$ cat config.mk
export PLATFORM = sky130hd
export DESIGN_NAME = vload_slot_sched
export DESIGN_NICKNAME = d
export VERILOG_FILES = /design/src/rtl/vload_slot_sched.sv
export SDC_FILE = /design/constraint.sdc
export NUM_CORES = 1
export LEC_CHECK = 0
export ABC_CLOCK_PERIOD_IN_PS = 2400
export BUFFER_PORTS_ARGS = -buffer_cell sky130_fd_sc_hd__buf_2
export CAP_MARGIN = 20
export CORE_MARGIN = 1
export CORE_UTILIZATION = 58
export CTS_BUF_LIST = sky130_fd_sc_hd__clkbuf_16
export CTS_CLUSTER_DIAMETER = 120
export DETAILED_ROUTE_END_ITERATION = 8
export GPL_ROUTABILITY_DRIVEN = 0
export PLACE_DENSITY = 0.79
export SLEW_MARGIN = 10
export SYNTH_ARGS = -nofsm -noshare
export SYNTH_HDL_FRONTEND = slang
export SYNTH_SLANG_ARGS = --single-unit
export TNS_END_PERCENT = 30
$ cat constraint.sdc
create_clock -name clk -period 2.4 [get_ports clk]
set_input_delay 0.48 -clock clk [delete_from_list [all_inputs] [get_ports clk]]
set_output_delay 0.48 -clock clk [all_outputs]
set_load 0.01 [all_outputs]
$ cat src/rtl/vload_slot_sched.sv
`default_nettype none
// ============================================================================
// Module   : vload_slot_sched
// Purpose  : Writeback slot scheduler for in-flight vector loads. It allocates
//            a slot per issued load, maps each returned beat to a VRF line
//            address, and frees the slot on its last beat.
// Revision : 1.0 - initial release
// ============================================================================
module vload_slot_sched #(
  parameter int NUM_SLOTS  = 4,
  parameter int SLOT_W     = $clog2(NUM_SLOTS),
  parameter int ADDR_WIDTH = 5,
  parameter int LEN_WIDTH  = 8
) (
  input  logic                  clk,
  input  logic                  rst,
  input  logic                  flush,
  input  logic                  issue_valid,
  output logic                  issue_ready,
  input  logic [ADDR_WIDTH-1:0] issue_vd,
  input  logic [LEN_WIDTH-1:0]  issue_beats,
  output logic [SLOT_W-1:0]     issue_slot,
  input  logic                  resp_valid,
  input  logic [SLOT_W-1:0]     resp_slot,
  output logic                  wr_valid,
  output logic [ADDR_WIDTH-1:0] wr_addr,
  output logic [SLOT_W-1:0]     wr_slot,
  output logic                  done_valid,
  output logic [SLOT_W-1:0]     done_slot,
  output logic                  resp_err,
  output logic [NUM_SLOTS-1:0]  slot_busy,
  output logic                  busy
);

  // Per-slot tracking state
  logic [NUM_SLOTS-1:0]  r_busy;
  logic [ADDR_WIDTH-1:0] r_addr [NUM_SLOTS];
  logic [LEN_WIDTH-1:0]  r_rem  [NUM_SLOTS];

  logic [SLOT_W-1:0]     w_free_slot;
  logic                  w_issue_fire;
  logic                  w_resp_hit;
  logic                  w_last_beat;

  // Lowest-index idle slot; scanning downward lets the lowest index win.
  always_comb begin
    w_free_slot = '0;
    for (int i = NUM_SLOTS - 1; i >= 0; i--) begin
      if (!r_busy[i]) begin
        w_free_slot = SLOT_W'(i);
      end
    end
  end

  // Ready depends only on registered busy, so a slot freed this cycle is
  // not offered until the next one.
  assign issue_ready  = ~(&r_busy) & ~flush;
  assign issue_slot   = w_free_slot;
  assign w_issue_fire = issue_valid & issue_ready;
  assign w_resp_hit   = resp_valid & r_busy[resp_slot];
  assign w_last_beat  = (r_rem[resp_slot] == LEN_WIDTH'(1));
  assign slot_busy    = r_busy;
  assign busy         = |r_busy;

  // Slot state update and registered writeback/done/error pulses.
  // An issued slot is always idle and a hit slot is always busy, so the
  // issue and response updates never target the same slot.
  always_ff @(posedge clk or negedge rst) begin
    if (!rst) begin
      r_busy     <= '0;
      for (int i = 0; i < NUM_SLOTS; i++) begin
        r_addr[i] <= '0;
        r_rem[i]  <= '0;
      end
      wr_valid   <= 1'b0;
      wr_addr    <= '0;
      wr_slot    <= '0;
      done_valid <= 1'b0;
      done_slot  <= '0;
      resp_err   <= 1'b0;
    end else if (flush) begin
      r_busy     <= '0;
      wr_valid   <= 1'b0;
      done_valid <= 1'b0;
      resp_err   <= 1'b0;
    end else begin
      wr_valid   <= 1'b0;
      done_valid <= 1'b0;
      resp_err   <= 1'b0;

      if (w_resp_hit) begin
        wr_valid          <= 1'b1;
        wr_addr           <= r_addr[resp_slot];
        wr_slot           <= resp_slot;
        r_addr[resp_slot] <= r_addr[resp_slot] + ADDR_WIDTH'(1);
        r_rem[resp_slot]  <= r_rem[resp_slot] - LEN_WIDTH'(1);
        if (w_last_beat) begin
          r_busy[resp_slot] <= 1'b0;
          done_valid        <= 1'b1;
          done_slot         <= resp_slot;
        end
      end else if (resp_valid) begin
        resp_err <= 1'b1;
      end

      if (w_issue_fire) begin
        r_busy[w_free_slot] <= 1'b1;
        r_addr[w_free_slot] <= issue_vd;
        r_rem[w_free_slot]  <= issue_beats;
      end
    end
  end

endmodule
`default_nettype wire
==> impl_metrics.py, run 1 <==
metrics = {
    "clocking": {
        "cts_setup_buffers": 0,
        "ctsResizeCount": 0,
        "cts_tree": "yes",
        "hold_buffers": 0,
        "clk_pin_slew_ns": 0.06,
        "numCtsBuffers": 9,
        "clockBufferDepth": 2,
        "htreeDepth": 3,
        "clock-root-buffer": "clkbuf_16",
        "clk_latency_ns": 0.34,
        "cts.sinks": 68,
    },
    "logic_synthesis": {
        "synthSimpleGateAreaFrac_pct": 12.8,
        "yosys.area_share.adder_pct": 1.04,
        "synth_xor_area_share_pct": 2.19,
        "syn_avg_cell_area_um2": 10.6,
        "synthArstFlopShare_pct": 100,
        "synthTopCellsByArea": "dfrtp_1, mux4_2, o22a_1, a22oi_1, a21oi_1",
        "synth_most_common_cell": "dfrtp_1",
        "ys_top_cells_by_count": "dfrtp_1, nor2_1, a21oi_1",
        "ys_ff_latch": 68,
        "synthMuxAreaShare_pct": 10.7,
        "yosysWarnings": 0,
        "syn-num-nets": 361,
        "syn_inst": 338,
        "yosysUniqueCellTypes": 47,
        "yosysSeqAreaShare_pct": 47.3,
        "synth_top_family_by_area": "compound AO/OA/AOI/OAI gates",
        "synth_top_area_cell": "dfrtp_1",
        "synth_compound_area_share_pct": 21.8,
        "ys.flop_type": "dfrtp_1",
        "synth_edf_count": 0,
        "synth_top_area_share_pct": 47.3,
        "mappedNetlistArea_mm2": 0.00359,
    },
    "setup_path": {
        "required_ns": 2.61,
        "endpoint": "done_slot[1]",
        "r2r_start": "r_rem[1]",
        "path_class": "in -> reg",
        "arrival_ns": 2.41,
        "start_kind": "input pin",
        "cpPeakStageDelay_ns": 0.55,
        "r2r_setup_slack_ns": 0.25,
        "crit_chain": "buf_2 -> buf_4 -> mux4_2 -> nor2_2 -> nand3_2 -> nor3b_4 -> mux2_4",
        "crit_path_top_delay_cell": "mux4_2",
        "startpoint": "resp_slot[0]",
        "crit_fanout": 11,
        "rr_worst_depth": 8,
        "rr_endpoint": "done_slot[1]",
        "end_kind": "flop",
    },
    "outcome": {
        "status": "completed",
    },
    "die": {
        "die_h_um": 80.7,
        "core_area_mm2": 0.00596,
        "io_pins": 40,
        "dieWidth_um": 80.7,
        "num_rows": 28,
        "start_util_pct": 60.4,
        "die_area_mm2": 0.00652,
    },
    "timing": {
        "hold_slack_ns": 0.114,
        "fin_skew_ns": 0.00939,
        "max-slew-margin-rel_pct": 57.7,
        "finalWorstSetupSlack_ns": 0.200,
        "maxSlewViolCount": 0,
        "rsz0062_at_grt": "no",
        "final-setup-viol-count": 0,
        "clock.fmax_mhz": 454,
        "worst_pin_slew_ns": 0.632,
        "period_needed_ns": 2.20,
        "hold_violations": 0,
        "finalCritPeriodShare_pct": 91.7,
    },
    "routing": {
        "drtIter0Drc": 435,
        "drtPass1Iterations": 7,
        "avgViaCountPerCell": 6.69,
        "postRouteAntennaNets": 0,
        "route.detailed.drc": 0,
        "vias": 3204,
        "wire_per_inst_um": 20.8,
        "wl_um": 9950,
    },
    "finish": {
        "area_growth_pct": 20.4,
        "layout-drive-gt1-share_pct": 28.5,
        "final_util_pct": 72.7,
        "final_nets": 422,
        "insertedDiodeCount": 0,
    },
    "placement": {
        "portBuffers": 39,
        "dp_slack_ns": -0.110,
        "dp_hpwl_um": 6720,
    },
    "global_route": {
        "grt.overflow.total": 0,
        "grt_pass1_vias": 3085,
        "grt_pass1_wl_um": 15700,
        "track_usage_pct": 33.5,
        "grt_max_degree": 38,
        "grt_antenna_before_repair": 0,
    },
    "power_and_ir_drop": {
        "ir_drop_mv": 0.498,
        "p_leak_nw": 1.99,
        "p_total_w": 0.00351,
        "power_density_mw_per_mm2": 811,
    },
    "job": {
        "drv_cap": 0,
    },
    "hold_path": {
        "hp-class": "in -> async",
    },
}
worst min path at each step:
stage	endpoint	slack, ns	cells past startpoint
2_1_floorplan	done_slot[0]	0.18	0
3_3_place_gp	wr_addr[1]	0.46	2
3_5_place_dp	wr_slot[1]	0.46	2
4_1_cts	wr_addr[4]	0.13	1
5_1_grt	r_addr[14]	0.16	1
6_report	r_addr[18]	0.11	1
state kept, by name, summed over array words and instances (netlist names):
signal      count
r_addr         20
done_valid      1
r_rem          32
resp_err        1
slot_busy       4
wr_slot         2
wr_valid        1
wr_addr         5
done_slot       2
logic make-up (layout without fill, tap and decap cells):
family,count (synthesis),in the layout
DFF,68,68
buffers and inverters,33,99
AOI/OAI and AO/OA,118,118
xor gates and xnor gates,9,9
muxes,19,19
adders and majority gates,3,3
and+or+nand+nor,88,88
through the flow:
stage	TNS [ns]	area, µm²	cells
finish	0	4330	479
global route	0	4330	479
CTS	0	4330	479
detailed placement	-0.751	4040	463
global placement	-0.236	4040	463
floorplan	-0.0169	3600	338
power by group:
group	internal, W	switching [W]	leakage, nW
clock	0.000797	0.000497	0.139
sequential	0.00133	0.000113	0.869
combinational	0.000367	0.000406	0.981
cell type report:
type                            count  area [µm²]
Timing Repair Buffer               75         465
Multi-Input combinational cell    237        1750
Clock inverter                      7        67.6
Tap cell                           75        93.8
Inverter                            8        30.0
Fill cell                         413        1630
Sequential cell                    68        1700
Clock buffer                        9         225
placed cells by master, fill, tap and decap left out, types with 2 or more instances in the layout:
cell type	netlist	layout
clkinvlp_4	0	2
mux2_2	3	3
nor4bb_1	2	2
a22oi_1	23	23
a21oi_1	32	32
a41oi_1	3	3
buf_4	0	36
nor2_1	38	37
o21ai_1	14	14
buf_2	6	39
or2_1	3	3
nand2b_1	5	5
clkbuf_16	0	9
a311oi_1	2	2
nand3_1	4	4
nand3b_1	2	2
nor2_2	1	2
nand2_1	16	16
mux2_4	2	2
ha_1	3	3
nor3b_1	3	3
xor2_1	6	6
o21bai_1	2	2
and3_1	2	2
inv_1	8	7
o32ai_1	4	4
dfrtp_1	68	68
mux4_2	13	13
clkinv_2	0	2
xnor2_1	3	3
o22a_1	24	24
o21ai_0	11	11
a21o_1	2	2
metal layers:
layer  share of wire [%]  track usage (%)  up-vias
met4                 4.5             23.0        0
met5                   0                0        -
met2                  48             50.8      212
met1                  38             44.1     1556
met3                 9.1             5.80       47
li1                    -                -     1389
critical path, delay by kind of cell:
| family | cells | cell delay (ns) |
|---|---|---|
| buffers and inverters | 2 | 0.46 |
| AND/OR/NAND/NOR | 3 | 0.59 |
| multiplexers | 2 | 0.88 |
Note: power is estimated with default switching activity, not from simulation.
==> inputs of run 2 (changes only) <==
--- a/config.mk
+++ b/config.mk
@@ -14,7 +14,7 @@
 export CTS_CLUSTER_DIAMETER = 120
 export DETAILED_ROUTE_END_ITERATION = 8
 export GPL_ROUTABILITY_DRIVEN = 0
-export PLACE_DENSITY = 0.79
+export PLACE_DENSITY = 0.82
 export SLEW_MARGIN = 10
 export SYNTH_ARGS = -nofsm -noshare
 export SYNTH_HDL_FRONTEND = slang
==> constraint.sdc (replaced) <==
create_clock -name clk -period 2.4 [get_ports clk]
set_input_delay 0.12 -clock clk [delete_from_list [all_inputs] [get_ports clk]]
set_output_delay 0.12 -clock clk [all_outputs]
set_load 0.01 [all_outputs]
==> run 2 against run 1 <==
Compared with the run above: worst setup slack gained 0.0084 ns; non-clock buffer count shrank 20; core utilization fell by 3.2 points; global-route usage fell by 1.2 points; power down 6.3%; clock power fell by 12%; hold slack got worse by 0.035 ns; combinational power fell by 8.3%; final area down 4.4%; die area unchanged; flip-flop and latch count unchanged; largest cell class unchanged; largest power group unchanged; highest routed layer unchanged.
==> impl_metrics.py, run 2 (synthesized netlist as in run 1, its figures left out) <==
metrics = {
    "setup_path": {
        "end_kind": "flop",
        "r2r_setup_slack_ns": 0.21,
        "rr_endpoint": "done_slot[0]",
        "crit_chain": "mux4_2 -> inv_1 -> ha_1 -> nand2_1 -> nor2_1 -> nand3_2 -> nor3b_4 -> mux2_4",
        "start_kind": "flop",
        "r2r_start": "r_rem[1]",
        "arrival_ns": 2.41,
        "cpPeakStageDelay_ns": 0.51,
        "path_class": "reg -> reg",
        "crit_path_top_delay_cell": "mux4_2",
        "crit_fanout": 3,
        "required_ns": 2.62,
        "rr_worst_depth": 8,
    },
    "clocking": {
        "clk_latency_ns": 0.34,
        "clock-root-buffer": "clkbuf_16",
        "ctsResizeCount": 0,
        "clockBufferDepth": 2,
        "clk_pin_slew_ns": 0.05,
        "cts_tree": "yes",
        "cts.sinks": 68,
        "numCtsBuffers": 9,
        "htreeDepth": 3,
    },
    "power_and_ir_drop": {
        "clkPwrFrac_pct": 34.5,
        "power_density_mw_per_mm2": 795,
        "p_seq_share_pct": 44.0,
        "p_sw_share_pct": 29.3,
        "ir_drop_mv": 0.472,
        "power_switching_w": 0.000963,
        "p_leak_nw": 1.89,
        "p_int_w": 0.00233,
        "combPwrFrac_pct": 21.5,
    },
    "outcome": {
        "status": "completed",
    },
    "die": {
        "start_util_pct": 60.4,
        "dieWidth_um": 80.7,
        "die_h_um": 80.7,
        "core_area_mm2": 0.00596,
        "num_rows": 28,
        "io_pins": 40,
        "die_area_mm2": 0.00652,
    },
    "finish": {
        "final_nets": 402,
        "layout-drive-gt1-share_pct": 22.9,
        "reg_top3": "r_rem (32), r_addr (20), wr_addr (5)",
        "layout_commonest_cell": "dfrtp_1",
        "layout.cells.non_filler": 459,
        "insertedDiodeCount": 0,
        "area_growth_pct": 15.2,
        "largest_reg_flops": 32,
        "final_util_pct": 69.5,
        "top_register": "r_rem",
        "mostFrequentLayoutCells": "dfrtp_1, buf_2, nor2_1",
    },
    "timing": {
        "maxSlewViolCount": 0,
        "period_needed_ns": 2.19,
        "max-slew-margin-rel_pct": 60.3,
        "fin_skew_ns": 0.00668,
        "clock.fmax_mhz": 456,
        "finalCritPeriodShare_pct": 91.3,
        "hold_violations": 0,
        "finalWorstSetupSlack_ns": 0.208,
        "rsz0062_at_grt": "no",
        "worst_pin_slew_ns": 0.593,
        "tns_ns": 0,
        "final-setup-viol-count": 0,
    },
    "routing": {
        "vias": 3070,
        "route.detailed.drc": 0,
        "drtPass1Iterations": 5,
        "wl_um": 9560,
        "drtIter0Drc": 432,
        "avgViaCountPerCell": 6.69,
        "postRouteAntennaNets": 0,
        "wire_per_inst_um": 20.8,
    },
    "global_route": {
        "grt_max_degree": 32,
        "grt.overflow.total": 0,
        "grt_pass1_wl_um": 15200,
        "grt_antenna_before_repair": 0,
        "track_usage_pct": 32.3,
        "grt_pass1_vias": 3020,
    },
    "placement": {
        "dp_hpwl_um": 6520,
        "dp_slack_ns": 0.114,
        "portBuffers": 39,
        "dp_cells": 442,
    },
    "hold_path": {
        "hp-class": "in -> reg",
        "min_from": "issue_vd[4]",
        "hold_path_end": "r_addr[9]",
        "hold_path_depth": 3,
    },
    "job": {
        "drv_cap": 0,
    },
}
run 2: cell type report:
class                   count  area, µm²
clock inverters             7       28.8
multi-input cells         237       1740
flip-flops and latches     68       1700
repair buffers             55        318
fillers                   439       1820
clock buffers               9        225
inverters                   8       30.0
well taps                  75       93.8
run 2: timing repair:
| item | in CTS | in global routing |
|---|---|---|
| hold buffers | 1 | 0 |
| endpoints found under the hold margin | 56 | 0 |
| buffers inserted | 0 | 0 |
run 2: critical path: cells and delay by family, from the launching register on:
kind          cells  cell delay, ns
buf+inv           1            0.10
simple gates      4            0.59
flops             1            0.41
fa+ha+maj         1            0.15
mux               2            0.83
run 2: power groups by stage:
stage / registers (W) / logic, W / clock network [W]
after detailed placement: 0.00146 / 0.000697 / 0
final: 0.00145 / 0.000709 / 0.00113
after CTS: 0.00144 / 0.000704 / 0.00114
after global placement: 0.00144 / 0.000672 / 0
after floorplan: 0.00143 / 0.000487 / 0
after global routing: 0.00146 / 0.000782 / 0.00119
run 2: metal layers:
metal / track usage, % / part of all wire (%)
met2: 50.2 / 48
met3: 7.50 / 10
met4: 17.3 / 3.0
met1: 42.0 / 39
met5: 0 / 0
run 2: stage by stage:
| stage | power (W) | area [µm²] | hold WS [ns] |
|---|---|---|---|
| 4_1_cts | 0.00328 | 4140 | 0.0805 |
| 2_1_floorplan | 0.00192 | 3590 | -0.176 |
| 6_report | 0.00329 | 4140 | 0.0795 |
| 3_3_place_gp | 0.00212 | 3880 | -0.0319 |
| 3_5_place_dp | 0.00215 | 3880 | -0.0296 |
| 5_1_grt | 0.00343 | 4140 | 0.103 |
run 2: how the worst max path moves through the flow:
| stage | start | slack (ns) | depth (start not counted) | to |
|---|---|---|---|---|
| final | r_rem[1] | 0.21 | 8 | done_slot[0] |
| after global placement | resp_slot[0] | 0.19 | 7 | r_addr[2] |
| after CTS | r_rem[1] | 0.21 | 8 | done_slot[0] |
| after global routing | r_rem[1] | 0.11 | 8 | done_slot[0] |
| after floorplan | resp_slot[0] | 0.34 | 10 | done_slot[0] |
| after detailed placement | resp_slot[0] | 0.11 | 7 | r_addr[7] |
==> inputs of run 3 (changes only) <==
--- a/config.mk
+++ b/config.mk
@@ -5,7 +5,7 @@
 export SDC_FILE = /design/constraint.sdc
 export NUM_CORES = 1
 export LEC_CHECK = 0
-export ABC_CLOCK_PERIOD_IN_PS = 2400
+export ABC_CLOCK_PERIOD_IN_PS = 2300
 export BUFFER_PORTS_ARGS = -buffer_cell sky130_fd_sc_hd__buf_2
 export CAP_MARGIN = 20
 export CORE_MARGIN = 1
==> constraint.sdc (replaced) <==
create_clock -name clk -period 2.3 [get_ports clk]
set_input_delay 0.115 -clock clk [delete_from_list [all_inputs] [get_ports clk]]
set_output_delay 0.115 -clock clk [all_outputs]
set_load 0.01 [all_outputs]
==> run 3 against run 2 <==
Compared with the run above: largest power group is now clock; critical path depth did not move; critical path type unchanged; clock power rose by 39%; clock skew rose by 0.0019 ns.
==> impl_metrics.py, run 3 (synthesized netlist as in run 1, its figures left out) <==
metrics = {
    "outcome": {
        "status": "completed",
    },
    "routing": {
        "route.detailed.drc": 0,
        "wl_um": 10100,
        "drtPass1Iterations": 5,
        "wire_per_inst_um": 21.8,
        "vias": 3208,
        "avgViaCountPerCell": 6.93,
        "drtIter0Drc": 441,
        "postRouteAntennaNets": 0,
    },
    "finish": {
        "ff_latch_area_mm2": 0.00170,
        "area_growth_pct": 18.5,
        "insertedDiodeCount": 0,
        "top_register": "r_rem",
        "fill_cells": 408,
        "layout.cells.non_filler": 463,
        "multi_input_area_mm2": 0.00175,
        "reg_top3": "r_rem (32), r_addr (20), wr_addr (5)",
        "layout_commonest_cell": "dfrtp_1",
        "final_nets": 406,
        "layout-drive-gt1-share_pct": 25.0,
        "largest_reg_flops": 32,
        "mostFrequentLayoutCells": "dfrtp_1, buf_2, nor2_1",
    },
    "setup_path": {
        "crit_path_top_delay_cell": "mux4_2",
        "cpPeakStageDelay_ns": 0.50,
        "required_ns": 2.52,
        "rr_endpoint": "done_slot[1]",
        "r2r_start": "r_rem[25]",
        "crit_chain": "mux4_2 -> inv_1 -> ha_1 -> nand2_1 -> nor2_2 -> nand3_2 -> nor3b_4 -> mux2_4",
        "arrival_ns": 2.43,
        "r2r_setup_slack_ns": 0.09,
        "path_buf_inv": 1,
        "path_class": "reg -> reg",
        "end_kind": "flop",
        "crit_fanout": 3,
        "startpoint": "r_rem[25]",
        "path_delay_family": "multiplexers",
        "start_kind": "flop",
        "rr_worst_depth": 8,
    },
    "power_and_ir_drop": {
        "p_int_w": 0.00278,
        "clkPwrFrac_pct": 41.0,
        "ir_drop_mv": 0.574,
        "p_total_w": 0.00384,
        "p_leak_nw": 1.93,
        "power_density_mw_per_mm2": 902,
        "power_switching_w": 0.00106,
        "p_sw_share_pct": 27.6,
        "p_seq_share_pct": 39.2,
        "combPwrFrac_pct": 19.8,
    },
    "die": {
        "num_rows": 28,
        "io_pins": 40,
        "die_area_mm2": 0.00652,
        "start_util_pct": 60.4,
        "dieWidth_um": 80.7,
        "die_h_um": 80.7,
        "core_area_mm2": 0.00596,
    },
    "global_route": {
        "grt_max_degree": 32,
        "grt_pass1_wl_um": 15900,
        "grt.overflow.total": 0,
        "track_usage_pct": 34.0,
        "grt_pass1_vias": 3127,
        "grt_antenna_before_repair": 0,
    },
    "job": {
        "drv_cap": 0,
    },
    "clocking": {
        "clock-root-buffer": "clkbuf_16",
        "cts.sinks": 68,
        "clk_latency_ns": 0.34,
        "htreeDepth": 3,
        "clk_pin_slew_ns": 0.06,
        "cts_tree": "yes",
        "clockBufferDepth": 2,
        "numCtsBuffers": 9,
    },
    "placement": {
        "dp_hpwl_um": 6650,
        "dp_slack_ns": 0.0959,
        "dp_cells": 445,
        "portBuffers": 39,
    },
    "timing": {
        "max-slew-margin-rel_pct": 54.1,
        "fin_skew_ns": 0.00855,
        "final-setup-viol-count": 0,
        "hold_violations": 0,
        "worst_pin_slew_ns": 0.688,
        "tns_ns": 0,
        "finalWorstSetupSlack_ns": 0.0889,
        "finalCritPeriodShare_pct": 96.1,
        "maxSlewViolCount": 0,
        "period_needed_ns": 2.21,
        "clock.fmax_mhz": 452,
        "hold_slack_ns": 0.0785,
    },
    "hold_path": {
        "hp-class": "in -> reg",
        "min_from": "issue_vd[4]",
        "hold_path_end": "r_addr[4]",
        "hold_path_depth": 3,
    },
}
run 3: changes by cell type in the layout (fill, tap and decap cells not counted):
cell	change
clkinv_2	-1
nor2_1	-1
buf_4	+4
inv_1	-4
bufinv_16	+3
clkinv_4	+1
nor2_2	+1
clkinvlp_4	+1
run 3: how the worst max path moves through the flow:
stage	to	slack [ns]	cells after the start
2_1_floorplan	done_slot[0]	0.24	10
3_3_place_gp	done_slot[1]	0.12	7
3_5_place_dp	done_slot[1]	0.1	7
4_1_cts	done_slot[1]	0.13	8
5_1_grt	done_slot[0]	-0.04	8
6_report	done_slot[1]	0.09	8
run 3: per-layer routing:
metal  track usage (%)  vias to the layer above  wire length [µm]
met5                 0                        -                 0
met3              5.57                       46              1130
met4              18.4                        0               331
met1              45.3                     1554              3650
li1                  -                     1351                 -
met2              53.5                      257              4970
run 3: area by class of cell:
type | instances | area share, %
multi-input cells | 237 | 41.0
flip-flops and latches | 68 | 40.0
repair buffers | 59 | 8.17
clock buffers | 9 | 5.29
clock inverters | 7 | 2.70
well taps | 75 | 2.20
inverters | 8 | 0.705
run 3: power groups by stage:
stage	clock [W]	sequential (W)	combinational, W
4_1_cts	0.00158	0.00150	0.000754
3_3_place_gp	0	0.00150	0.000712
3_5_place_dp	0	0.00152	0.000742
5_1_grt	0.00164	0.00152	0.000833
6_report	0.00157	0.00151	0.000762
2_1_floorplan	0	0.00149	0.000508
run 3: worst reg2reg max path, cell delays in order, from the launching register on:
cell	delay, ns
dfrtp_1	0.38
mux4_2	0.50
inv_1	0.11
ha_1	0.15
nand2_1	0.07
nor2_2	0.13
nand3_2	0.14
nor3b_4	0.30
mux2_4	0.32
run 3: timing repair:
action | CTS | global route
hold endpoints to repair | 28 | 0
setup buffers | 0 | 1
resized for setup | 0 | 1
hold buffers | 1 | 0
setup endpoints to repair | 0 | 2
run 3: metrics by stage:
step	area (µm²)	util, %
4_1_cts	4250	71.3
3_5_place_dp	3900	65.5
6_report	4260	71.5
5_1_grt	4260	71.5
2_1_floorplan	3590	-
3_3_place_gp	3900	65.5
